$ cat src/rtl/buffer_reader.sv
// buffer_reader: drain-side engine for the buffer FIFO.
// Pulls words out of the FIFO with consume strobes, catches the registered
// FIFO output one cycle later, and re-presents the words on a valid/ready
// stream through a 2-entry output stage so a steady stream needs no bubbles.
module buffer_reader #(
  parameter int WIDTH     = 64,
  parameter int CNT_WIDTH = 32
) (
  input  logic                 clk,
  input  logic                 rst,
  input  logic                 buf_empty,
  output logic                 buf_consume,
  input  logic [WIDTH-1:0]     buf_out,
  output logic [WIDTH-1:0]     dn_data,
  output logic                 dn_valid,
  input  logic                 dn_ready,
  output logic [CNT_WIDTH-1:0] drained_cnt,
  output logic                 idle
);

  logic [1:0]           occ_q, occ_d;
  logic                 inflight_q, inflight_d;
  logic [WIDTH-1:0]     slot0_q, slot0_d;
  logic [WIDTH-1:0]     slot1_q, slot1_d;
  logic [CNT_WIDTH-1:0] cnt_q, cnt_d;

  logic       pop;
  logic [1:0] load;
  logic [1:0] occAfterPop;

  // Issue decision: a consume may only go out when the output stage is sure
  // to have a free slot for the word by the time it arrives next cycle.
  always_comb begin
    pop         = (occ_q != 2'd0) && dn_ready;
    load        = occ_q + {1'b0, inflight_q};
    buf_consume = !rst && !buf_empty &&
                  ((load < 2'd2) || ((load == 2'd2) && pop));
  end

  // Next-state: apply this cycle's pop first (shift slot1 into the head),
  // then drop an arriving word into the first free slot behind it.
  always_comb begin
    occAfterPop = occ_q - {1'b0, pop};
    slot0_d     = slot0_q;
    slot1_d     = slot1_q;
    if (pop) begin
      slot0_d = slot1_q;
    end
    if (inflight_q) begin
      if (occAfterPop == 2'd0) begin
        slot0_d = buf_out;
      end else begin
        slot1_d = buf_out;
      end
    end
    occ_d      = occAfterPop + {1'b0, inflight_q};
    inflight_d = buf_consume;
    cnt_d      = pop ? cnt_q + {{(CNT_WIDTH-1){1'b0}}, 1'b1} : cnt_q;
  end

  // State registers; reset discards held and in-flight words and the count.
  always_ff @(posedge clk) begin
    if (rst) begin
      occ_q      <= 2'd0;
      inflight_q <= 1'b0;
      slot0_q    <= '0;
      slot1_q    <= '0;
      cnt_q      <= '0;
    end else begin
      occ_q      <= occ_d;
      inflight_q <= inflight_d;
      slot0_q    <= slot0_d;
      slot1_q    <= slot1_d;
      cnt_q      <= cnt_d;
    end
  end

  // Stream outputs come straight from registered state.
  always_comb begin
    dn_valid    = (occ_q != 2'd0);
    dn_data     = slot0_q;
    drained_cnt = cnt_q;
    idle        = (occ_q == 2'd0) && !inflight_q && buf_empty;
  end

endmodule
$ cat config.mk
export PLATFORM = sky130hd
export DESIGN_NAME = buffer_reader
export DESIGN_NICKNAME = d
export VERILOG_FILES = /design/src/rtl/buffer_reader.sv
export SDC_FILE = /design/constraint.sdc
export NUM_CORES = 1
export LEC_CHECK = 0
export BUFFER_PORTS_ARGS = -buffer_cell sky130_fd_sc_hd__buf_4
export CORE_UTILIZATION = 50
export CTS_BUF_LIST = sky130_fd_sc_hd__clkbuf_4
export DETAILED_ROUTE_END_ITERATION = 10
export GPL_ROUTABILITY_DRIVEN = 0
export PLACE_DENSITY_LB_ADDON = 0.05
export SYNTH_ARGS = -nofsm -noshare
export SYNTH_HDL_FRONTEND = slang
export SYNTH_SLANG_ARGS = --single-unit
$ cat constraint.sdc
create_clock -name clk -period 2.4 [get_ports clk]
set_input_delay 0.24 -clock clk [delete_from_list [all_inputs] [get_ports clk]]
set_output_delay 0.24 -clock clk [all_outputs]
set_load 0.03 [all_outputs]
== Word level (Yosys, flattened, before mapping) ==
Index checks and enable logic that the tools add are counted.
Cells by class
  $add $sub $neg: 4
  magnitude comparators: 1
  equal/unequal tests: 1
  muxes and demuxes: 3
  bitwise gates (word level): 1
  reductions and logical operators: 14
Operator list (number)
  $mux W64: 3
  $add A32 B1 Y32 const B: 1
  $logic_and A1 B1 Y1: 6
  $add A2 B1 Y2: 2
  $logic_not A2 Y1: 2
  $logic_not A1 Y1: 3
  $eq A2 B2 Y1 const B: 1
  $lt A2 B2 Y1 const B: 1
  $reduce_and A2 Y1: 1
  $reduce_bool A2 Y1: 1
  $sub A2 B1 Y2: 1
  $logic_or A1 B1 Y1: 1
  $not A1 Y1: 1
Storage, ports and cells
  register bits: 163
  input port bits: 68
  word-level logic and storage cells: 29

== Depth between registers and ports, before layout ==
Gate-level depths: netlist of the first run.
  word-level depth: 6
  mapped depth: 7
  depth with buffers taken out: 5

== Worst setup path before layout of the first run ==
No wires, ideal clock.
  kind: reg2reg
  start: register cnt_q[8], in the netlist drained_cnt[8]
  end: register cnt_q[31], in the netlist drained_cnt[31]
  arrival: 2.048 ns
  slack: 0.231 ns
  cell stages (with the launch flop): 5
  period minus slack after synthesis: 2.169 ns
  cells stage by stage: dfxtp_1 nand4_2 or4_2 nor4_1 mux2_2
On the way
  longest elaborated chain between the ends: 1
Ends and longest elaborated chain
  from (decl): RTL line 25  | logic [CNT_WIDTH-1:0] cnt_q, cnt_d;
  from (signal assigned): RTL line 74  | cnt_q <= cnt_d;
  $add A32 B1 Y32: RTL line 58  | cnt_d = pop ? cnt_q + {{(CNT_WIDTH-1){1'b0}}, 1'b1} : cnt_q;
Every way passes these cells.
A chain may end at the register's enable or synchronous reset.

== Worst setup path in the final report of the first run ==
  start: register occ_q[1]
  end: register cnt_q[25], in the netlist drained_cnt[25]
On the way
  longest elaborated chain between the ends: 2
Ends and longest elaborated chain
  from (decl): RTL line 21  | logic [1:0] occ_q, occ_d;
  from (signal assigned): RTL line 64  | occ_q <= 2'd0;
  from (signal assigned): RTL line 70  | occ_q <= occ_d;
  $reduce_bool A2 Y1: RTL line 34  | pop = (occ_q != 2'd0) && dn_ready;
  $logic_and A1 B1 Y1: RTL line 34
Every way passes these cells.

==> metrics, run 1 <==
Worst VDD drop 0.370 mV; max incr delay on CP 0.62 ns; Inserted Clock Buffers 17; io pins 167; Slew headroom 58.6%; clock sink count 163; Worst-path clk slew 0.13 ns; row cnt 41; Worst Hold Path Cells 2; DP HPWL 11.5 mm; R2R Path Start occ_q[1]$_SDFF_PP0_; CP Cell Sequence o21ai_4 > buf_4 > or3_1 > or4_1 > a21oi_1; initial antenna violation count 0; vias per inst 5.59; core area 0.0128 sq mm; H-tree Lvls 4; die area 0.0137 sq mm; Worst Max-Slew Pin Slew 0.621 ns; first-pass GRT wire length 29.8 mm; CP startpoint kind register; max-cap viol count 0; n_diodes 0; Routed Antenna Nets 0; Tcrit/Tclk final 95.9%; Die X 117 um; reg-to-reg setup timing slack 0.1 ns; Cell variety after synth 40; clk_lat worst skew 0.56 ns; Setup Skew 0.0159 ns; critical-path maximum fanout 18; Syn Nets 910; TritonRoute pass-1 iters 5; DRT Wirelength 19.3 mm; HP Class in2reg; r2r worst-path depth 5; critical path's slowest cell or3_1; detail-routed net length per standard cell 15.8 um; Residual DRC 0; CP required 2.88 ns; Placed Cells 1126; root buffer cell clkbuf_4; fin nets 1113; share of layout cells above drive strength 1 21.3%; Worst Setup SP occ_q[1]$_SDFF_PP0_; CP Data Arrival Time 2.79 ns; pwr dens 595 mW/mm^2; vias in the first global route 6333; FF-to-FF End drained_cnt[25]$_SDFFE_PP0P_; Starting DRT DRC Count 577; IO Port Bufs 166; max frequency 0.435 GHz; Max Slew Vio Count 0; GRT Total Usage 27.7%; via count 6848; critical path type reg2reg; clock buffer depth 2; synthesized instance count 839; total power 0.00536 W; yosys warns 0; mean post-synth cell area 7.89 sq um; Fin. Hold Viols 0; TritonCTS clock tree built; endpoint type of the worst setup path register; height of the die 117 um; largest net degree at the start of global routing 87; leakage 3.37 nW; Final min period 2.30 ns; end point of the critical path drained_cnt[25]$_SDFFE_PP0P_; mapped cell area 0.00662 sq mm; Area Overhead vs Synth 36.1%; Cell Count, Final, Fillers Out 1226; Initial Util 51.8%; sequential share of the synthesized area 49.3%; outcome finished clean; endpoints failing setup 0; post-layout util 70.5%; Seq cells post-synth 163; gr ovfl total 0
critical path: cells and delay by family (launching register included):
kind                   cells  cell delay [ns]
AO/OA/AOI/OAI              2             0.28
AND/OR/NAND/NOR            2             1.20
buffers and inverters      1             0.16
flip-flops                 1             0.58
placed cells by master (no fill, tap or decap), drive strengths merged, types with 2 or more instances in the layout:
cell type,n
nor4,7
nor2b,4
nor3,4
ha,3
clkinvlp,2
nand2,268
or4,14
o31ai,12
nand3,12
buf,184
nor2,80
o41ai,3
and3,2
a21oi,84
and4,3
xnor2,11
nand4,10
dlygate4sd3,65
xor2,2
dfxtp,163
inv,5
or3,7
a311oi,64
clkbuf,20
bufinv,3
or4b,3
o21ai,5
clkinv,6
synthesized netlist by cell type:
cell type	count	area [sq um]
a21boi_0	1	7.51
or4_4	1	11.3
buf_1	7	26.3
or3_2	1	7.51
dfxtp_1	163	3260
nor3b_1	1	7.51
a311oi_1	64	561
nand2_1	268	1010
mux2_2	1	11.3
o41ai_1	3	26.3
nor2b_1	4	25.0
or4_1	12	90.1
o211ai_1	1	7.51
or3_1	6	37.5
nor2_1	80	300
nor3_1	4	20.0
nand4_1	9	56.3
nor4_1	7	43.8
or2_2	1	6.26
o21ai_1	2	10.0
o21ai_0	3	15.0
ha_1	3	37.5
and4_1	2	17.5
buf_2	2	10.0
inv_1	4	15.0
a21o_1	1	7.51
o21a_1	1	7.51
xnor2_1	11	96.3
and4_2	1	10.0
or4_2	1	8.76
o31ai_1	12	90.1
nand3_1	12	60.1
nand2b_1	1	6.26
buf_6	1	11.3
nand4_2	1	12.5
xor2_1	2	17.5
clkbuf_1	56	210
or4b_1	3	30.0
and3_1	2	12.5
a21oi_1	84	420
how the worst min path moves through the flow:
stage / start / end / slack (ns)
floorplan: buf_empty / inflight_q$_SDFF_PP0_ / 0.32
global placement: buf_empty / inflight_q$_SDFF_PP0_ / 0.42
detailed placement: buf_empty / inflight_q$_SDFF_PP0_ / 0.42
CTS: rst / drained_cnt[5]$_SDFFE_PP0P_ / 0.13
global route: rst / drained_cnt[11]$_SDFFE_PP0P_ / 0.16
finish: rst / occ_q[1]$_SDFF_PP0_ / 0.18
routing by layer:
layer  up-vias  track usage (%)  wire length [um]
met4         0             11.6               420
met3        36             6.80              1140
met5         -                0                 0
met2       236             46.7              9580
li1       3310                -                 -
met1      3266             33.9              8190
timing repair:
item,in CTS,in global routing
endpoints found under the setup margin,1,1
buffers inserted,0,2
cloned,0,2
gates resized for setup,3,1
pin swaps,0,1
hold buffers,65,0
endpoints found under the hold margin,129,0
through the flow:
stage               setup TNS, ns  hold slack, ns  instance area, sq um  setup slack [ns]
floorplan                       0           0.317                  6620             0.231
global placement                0           0.418                  8020             0.358
detailed placement              0           0.425                  8020             0.292
CTS                             0           0.127                  8970            0.0113
global route             -0.00524           0.159                  9010          -0.00524
finish                          0           0.183                  9010            0.0986
registers in the layout (all words and copies together) (netlist names):
signal,flops
dn_data,64
slot1_q,64
drained_cnt,32
occ_q,2
inflight_q,1
final cells by class:
class,count,area [sq um]
Fill cell,1018,3760
Sequential cell,163,3260
Multi-Input combinational cell,606,3130
Timing Repair Buffer,250,2100
Tap cell,172,215
Clock buffer,19,143
Clock inverter,12,139
Inverter,4,15.0
kinds of logic after synthesis:
logic type / share of synthesized area [%]
and+or+nand+nor: 26.7
AOI/OAI and AO/OA: 17.4
DFF: 49.3
buffers and inverters: 4.12
xor gates and xnor gates: 1.72
adders and majority gates: 0.567
muxes: 0.170
power breakdown:
part / total, W / switching (W) / internal (W) / leakage, nW
Sequential: 0.00287 / 0.0000649 / 0.00280 / 1.33
Combinational: 0.000824 / 0.000474 / 0.000350 / 1.89
Clock: 0.00167 / 0.000941 / 0.000725 / 0.149
Note: power is estimated with default switching activity, not from simulation.
==> run 2: changes to the inputs <==
- RECOVER_POWER: not set -> 100
==> run 2 against run 1 <==
  * Routed wire length is essentially flat
  * Via count down 0.32%
  * Sequential cell count unchanged
  * Cell count is the same
  * Clock power about the same
  * Largest power group unchanged
  * Maximum frequency increased by 0.30%
  * Worst hold slack got worse by 0.0017 ns
  * Non-clock buffer count stayed put
  * Highest routed layer unchanged
  * Register-to-register slack is essentially flat
==> metrics, run 2 (same netlist as run 1, synthesis figures left out) <==
commonest non-fill, non-tap cell in the layout nand2_1 (unchanged); HP Class in2reg (unchanged); Max Slew Vio Count 0 (unchanged); Slew headroom 58.5% (was 58.6%); critical-path maximum fanout 18 (unchanged); initial antenna violation count 0 (unchanged); fin nets 1113 (unchanged); Initial Util 51.8% (unchanged); outcome finished clean (unchanged); met1 GRT Util 33.9% (unchanged); vias in the first global route 6333 (unchanged); Final min period 2.29 ns (was 2.30 ns); clock buffer depth 2 (unchanged); DP HPWL 11.5 mm (unchanged); IO Port Bufs 166 (unchanged); GR peak layer met2 (unchanged); vias per inst 5.57 (was 5.59); critical path type reg2reg (unchanged); commonest non-fill, non-tap cells in the layout nand2_1, buf_4, dfxtp_1 (unchanged); Starting DRT DRC Count 569 (was 577); GRT Total Usage 27.7% (unchanged); Sum Neg Setup Slack 0 ns (unchanged); endpoint type of the worst setup path register (unchanged); Worst Max-Slew Pin Slew 0.623 ns (was 0.621 ns); Inserted Clock Buffers 17 (unchanged); Residual DRC 0 (unchanged); via count 6826 (was 6848); Fin. Hold Viols 0 (unchanged); CP startpoint kind register (unchanged); core area 0.0128 sq mm (unchanged); Worst-path clk slew 0.13 ns (about the same); max-cap viol count 0 (unchanged); detail-routed net length per standard cell 15.8 um (about the same); Worst VDD drop 0.372 mV (was 0.370 mV); total power 0.00536 W (about the same); Die X 117 um (unchanged); root buffer cell clkbuf_4 (unchanged); hold wc startpoint rst (unchanged); H-tree Lvls 4 (unchanged); clock sink count 163 (unchanged); height of the die 117 um (unchanged); io pins 167 (unchanged); clk_lat worst skew 0.57 ns (was 0.56 ns); R2R Path Start occ_q[1]$_SDFF_PP0_ (unchanged); largest net degree at the start of global routing 87 (unchanged); CP Data Arrival Time 2.78 ns (was 2.79 ns); pwr dens 596 mW/mm^2 (was 595 mW/mm^2); n_diodes 0 (unchanged); endpoints failing setup 0 (unchanged); TritonRoute pass-1 iters 5 (unchanged); die area 0.0137 sq mm (unchanged); max frequency 0.436 GHz (was 0.435 GHz); row cnt 41 (unchanged); post-layout util 70.4% (was 70.5%); Setup Skew 0.0135 ns (was 0.0159 ns); TritonCTS clock tree built (unchanged); first-pass GRT wire length 29.8 mm (unchanged); DRT Wirelength 19.3 mm (about the same); gr ovfl total 0 (unchanged); Area Overhead vs Synth 35.9% (was 36.1%); Worst Setup SP occ_q[1]$_SDFF_PP0_ (unchanged); routing usage on met2 46.7% (unchanged); met3 Use GR 6.80% (unchanged); CP required 2.89 ns (was 2.88 ns); Tcrit/Tclk final 95.6% (was 95.9%); leakage 3.36 nW (was 3.37 nW); Routed Antenna Nets 0 (unchanged); share of layout cells above drive strength 1 21.0% (was 21.3%)
-- run 2: metal layers --
layer  routed length [um]  up-vias  share of wire (%)
met2                 9510      218                 49
met1                 8410     3259                 43
li1                     -     3314                  -
met4                  415        0                2.1
met5                    0        -                  0
met3                 1010       35                5.2
-- run 2: worst paths after layout --
check,to,slack [ns],depth (start not counted)
max,drained_cnt[25]$_SDFFE_PP0P_,0.11,5
min,drained_cnt[5]$_SDFFE_PP0P_,0.18,2
max reg2reg,drained_cnt[25]$_SDFFE_PP0P_,0.11,5
min reg2reg,slot1_q[15]$_SDFFE_PP0P_,0.47,2
-- run 2: worst max-delay path, cell delays in order, from the launching register on --
cell and delay (ns):
dfxtp_1 0.58, o21ai_4 0.12, buf_4 0.16, or3_1 0.62, or4_1 0.58, a21oi_1 0.16
-- run 2: power breakdown --
part | internal (W) | leakage (nW) | switching [W] | total [W]
clock | 0.000725 | 0.149 | 0.000947 | 0.00167
sequential | 0.00280 | 1.33 | 0.0000650 | 0.00287
combinational | 0.000347 | 1.88 | 0.000474 | 0.000821
total | 0.00388 | 3.36 | 0.00149 | 0.00536
-- run 2: layout make-up --
class,count,area (sq um)
fillers,1022,3780
flip-flops and latches,163,3260
multi-input cells,606,3130
repair buffers,250,2090
well taps,172,215
clock buffers,19,143
clock inverters,12,139
inverters,4,15.0
-- run 2: repair_timing --
item,CTS,global route
pin swaps,0,1
endpoints found under the hold margin,129,0
hold buffers,65,0
gates resized for setup,3,1
setup endpoints to repair,1,1
setup buffers,0,2
cloned,0,2
-- run 2: through the flow --
step / cell area (sq um) / worst slack [ns] / cells / hold WS (ns)
4_1_cts: 8970 / 0.0113 / 1222 / 0.127
5_1_grt: 9000 / -0.00524 / 1226 / 0.159
3_5_place_dp: 8020 / 0.292 / 1126 / 0.425
6_report: 9000 / 0.105 / 1226 / 0.181
2_1_floorplan: 6620 / 0.231 / 839 / 0.317
3_3_place_gp: 8020 / 0.358 / 1126 / 0.418
==> run 3: changes to the inputs <==
- clock period: 2.4 -> 2.65 ns (I/O delays scaled with it)
==> run 3 against run 2 <==
  * Clock skew increased by 0.0014 ns
  * Setup slack better by 0.089 ns
  * Sequential cell count did not move
  * Largest cell class unchanged
  * Non-clock buffer count decreased by 8
  * Design area shrank 5.2%
==> metrics, run 3 (same netlist as run 1, synthesis figures left out) <==
via count 6833 (was 6826); commonest non-fill, non-tap cells in the layout nand2_1, dfxtp_1, clkbuf_1 (was nand2_1, buf_4, dfxtp_1); clock buffer depth 2 (unchanged); Slew headroom 33.2% (was 58.5%); H-tree Lvls 4 (unchanged); Max Slew Vio Count 0 (unchanged); largest net degree at the start of global routing 102 (was 87); internal power 0.00336 W (was 0.00388 W); FF/Latch Area 0.00326 sq mm (unchanged); end point of the critical path buf_consume (was drained_cnt[25]$_SDFFE_PP0P_); Clk pwr share 30.4% (was 31.2%); fin nets 1105 (was 1113); DP HPWL 11.2 mm (was 11.5 mm); pwr dens 549 mW/mm^2 (was 596 mW/mm^2); Min Hold Slack 0.244 ns (was 0.181 ns); switching power 0.00132 W (was 0.00149 W); DRT Wirelength 18.5 mm (was 19.3 mm); # fillers 1142 (was 1022); CP Data Arrival Time 2.19 ns (was 2.78 ns); R2R Path Start drained_cnt[0]$_SDFFE_PP0P_ (was occ_q[1]$_SDFF_PP0_); core area 0.0128 sq mm (unchanged); row cnt 41 (unchanged); max-cap viol count 0 (unchanged); Setup Skew 0.0149 ns (was 0.0135 ns); setup repair bufs after CTS 0 (unchanged); Switching Share 28.3% (was 27.7%); clk_lat worst skew 0.57 ns (about the same); share of layout cells above drive strength 1 11.5% (was 21.0%); Inserted Clock Buffers 17 (unchanged); r2r worst-path depth 5 (unchanged); Fin. Hold Viols 0 (unchanged); critical path's slowest cell dfxtp_1 (was or3_1); endpoints failing setup 0 (unchanged); Final min period 2.46 ns; vias in the first global route 6199 (was 6333); io pins 167 (unchanged); Worst VDD drop 0.344 mV (was 0.372 mV); Initial Util 51.8% (unchanged); Die X 117 um (unchanged); FF-to-FF End drained_cnt[22]$_SDFFE_PP0P_ (was drained_cnt[25]$_SDFFE_PP0P_); Residual DRC 0 (unchanged); leakage 2.91 nW (was 3.36 nW); Cell Count, Final, Fillers Out 1219 (was 1226); HP Class in2reg (unchanged); Worst Setup SP occ_q[1]$_SDFF_PP0_ (unchanged); Routed Antenna Nets 0 (unchanged); reg-to-reg setup timing slack 0.39 ns (was 0.11 ns); CP Cell Sequence o21ai_4 > buf_8 > nor2_1 > nor2_1 > nor3_1 > buf_4 (was o21ai_4 > buf_4 > or3_1 > or4_1 > a21oi_1); die area 0.0137 sq mm (unchanged); Reg power frac 55.4% (was 53.5%); root buffer cell clkbuf_4 (unchanged); commonest non-fill, non-tap cell in the layout nand2_1 (unchanged); TritonCTS clock tree built (unchanged); Worst-path clk slew 0.13 ns (about the same); fin area 0.00853 sq mm (was 0.00900 sq mm); critical-path maximum fanout 75 (was 18); IO Port Bufs 166 (unchanged); critical path type reg2out (was reg2reg); Placed Cells 1122 (was 1126); CP required 2.38 ns (was 2.89 ns); first-pass GRT wire length 29.1 mm (was 29.8 mm); Tcrit/Tclk final 92.7%; max incr delay on CP 0.44 ns (was 0.62 ns); Area Overhead vs Synth 28.8% (was 35.9%); clock sink count 163 (unchanged); outcome finished clean (unchanged); Starting DRT DRC Count 697 (was 569); TritonRoute pass-1 iters 6 (was 5); GRT Total Usage 27.2% (was 27.7%); endpoint type of the worst setup path primary output (was register); Post-DP Area 0.00798 sq mm (was 0.00802 sq mm); detail-routed net length per standard cell 15.2 um (was 15.8 um); n_diodes 0 (unchanged); CP startpoint kind register (unchanged); max frequency 0.407 GHz; Worst Max-Slew Pin Slew 1.00 ns (was 0.623 ns); part of the power in combinational logic 14.2% (was 15.3%); CP most frequent cell nor2_1; multi-input logic area 0.00312 sq mm (was 0.00313 sq mm); initial antenna violation count 0 (unchanged); vias per inst 5.61 (was 5.57); post-layout util 66.7% (was 70.4%); gr ovfl total 0 (unchanged); height of the die 117 um (unchanged); Sum Neg Setup Slack 0 ns (unchanged)
[run 3: cell types whose count changed in the layout (fill, tap and decap cells not counted), moves of 2 or more]
cell      previous run  this run
clkinv_2             2         5
buf_6                2         0
clkbuf_1             3        97
clkinv_1             4         2
buf_4              176        77
[run 3: per-layer routing]
layer / routed length [um] / global-route usage (%) / vias up
met4: 526 / 12.7 / 0
met1: 7790 / 33.4 / 3217
met2: 9000 / 45.5 / 277
met5: 0 / 0 / -
met3: 1230 / 6.08 / 41
li1: - / - / 3298
[run 3: power by group through the flow]
| stage | Sequential, W | Combinational (W) | Clock, W |
|---|---|---|---|
| CTS | 0.00260 | 0.000719 | 0.00144 |
| finish | 0.00259 | 0.000665 | 0.00142 |
| global route | 0.00261 | 0.000715 | 0.00155 |
| detailed placement | 0.00265 | 0.000640 | 0 |
| floorplan | 0.00278 | 0.000218 | 0 |
| global placement | 0.00265 | 0.000631 | 0 |
[run 3: timing repair]
action | CTS | global route
pin swaps | 0 | 0
hold endpoints to repair | 128 | 0
resized for setup | 1 | 2
endpoints found under the setup margin | 1 | 1
hold buffers | 65 | 0
[run 3: worst min path at each step]
stage	cells past startpoint	startpoint	slack (ns)	endpoint
after CTS	2	rst	0.21	drained_cnt[11]$_SDFFE_PP0P_
after floorplan	1	buf_empty	0.34	inflight_q$_SDFF_PP0_
after global routing	2	rst	0.24	drained_cnt[11]$_SDFFE_PP0P_
after detailed placement	2	slot1_q[58]$_SDFFE_PP0P_	0.45	slot1_q[58]$_SDFFE_PP0P_
after global placement	2	slot1_q[11]$_SDFFE_PP0P_	0.44	slot1_q[11]$_SDFFE_PP0P_
final	5	dn_ready	0.24	drained_cnt[26]$_SDFFE_PP0P_
[run 3: final cells by class]
cell class	count	share of cell area [%]
Clock inverter	12	1.35
Timing Repair Buffer	242	19.3
Sequential cell	163	38.3
Multi-Input combinational cell	606	36.6
Tap cell	172	2.52
Clock buffer	20	1.76
Inverter	4	0.176
[run 3: worst max-delay path: cells and delay by family (launching register included)]
| family | cells | cell delay, ns |
|---|---|---|
| AND/OR/NAND/NOR | 3 | 0.30 |
| buffers and inverters | 2 | 0.63 |
| flip-flops | 1 | 0.44 |
| AO/OA/AOI/OAI | 1 | 0.23 |
[run 3: stage by stage]
stage	setup slack [ns]	power [W]
final	0.194	0.00468
after global routing	-0.00351	0.00487
after floorplan	0.481	0.00300
after detailed placement	0.464	0.00329
after CTS	0.0874	0.00476
after global placement	0.524	0.00328
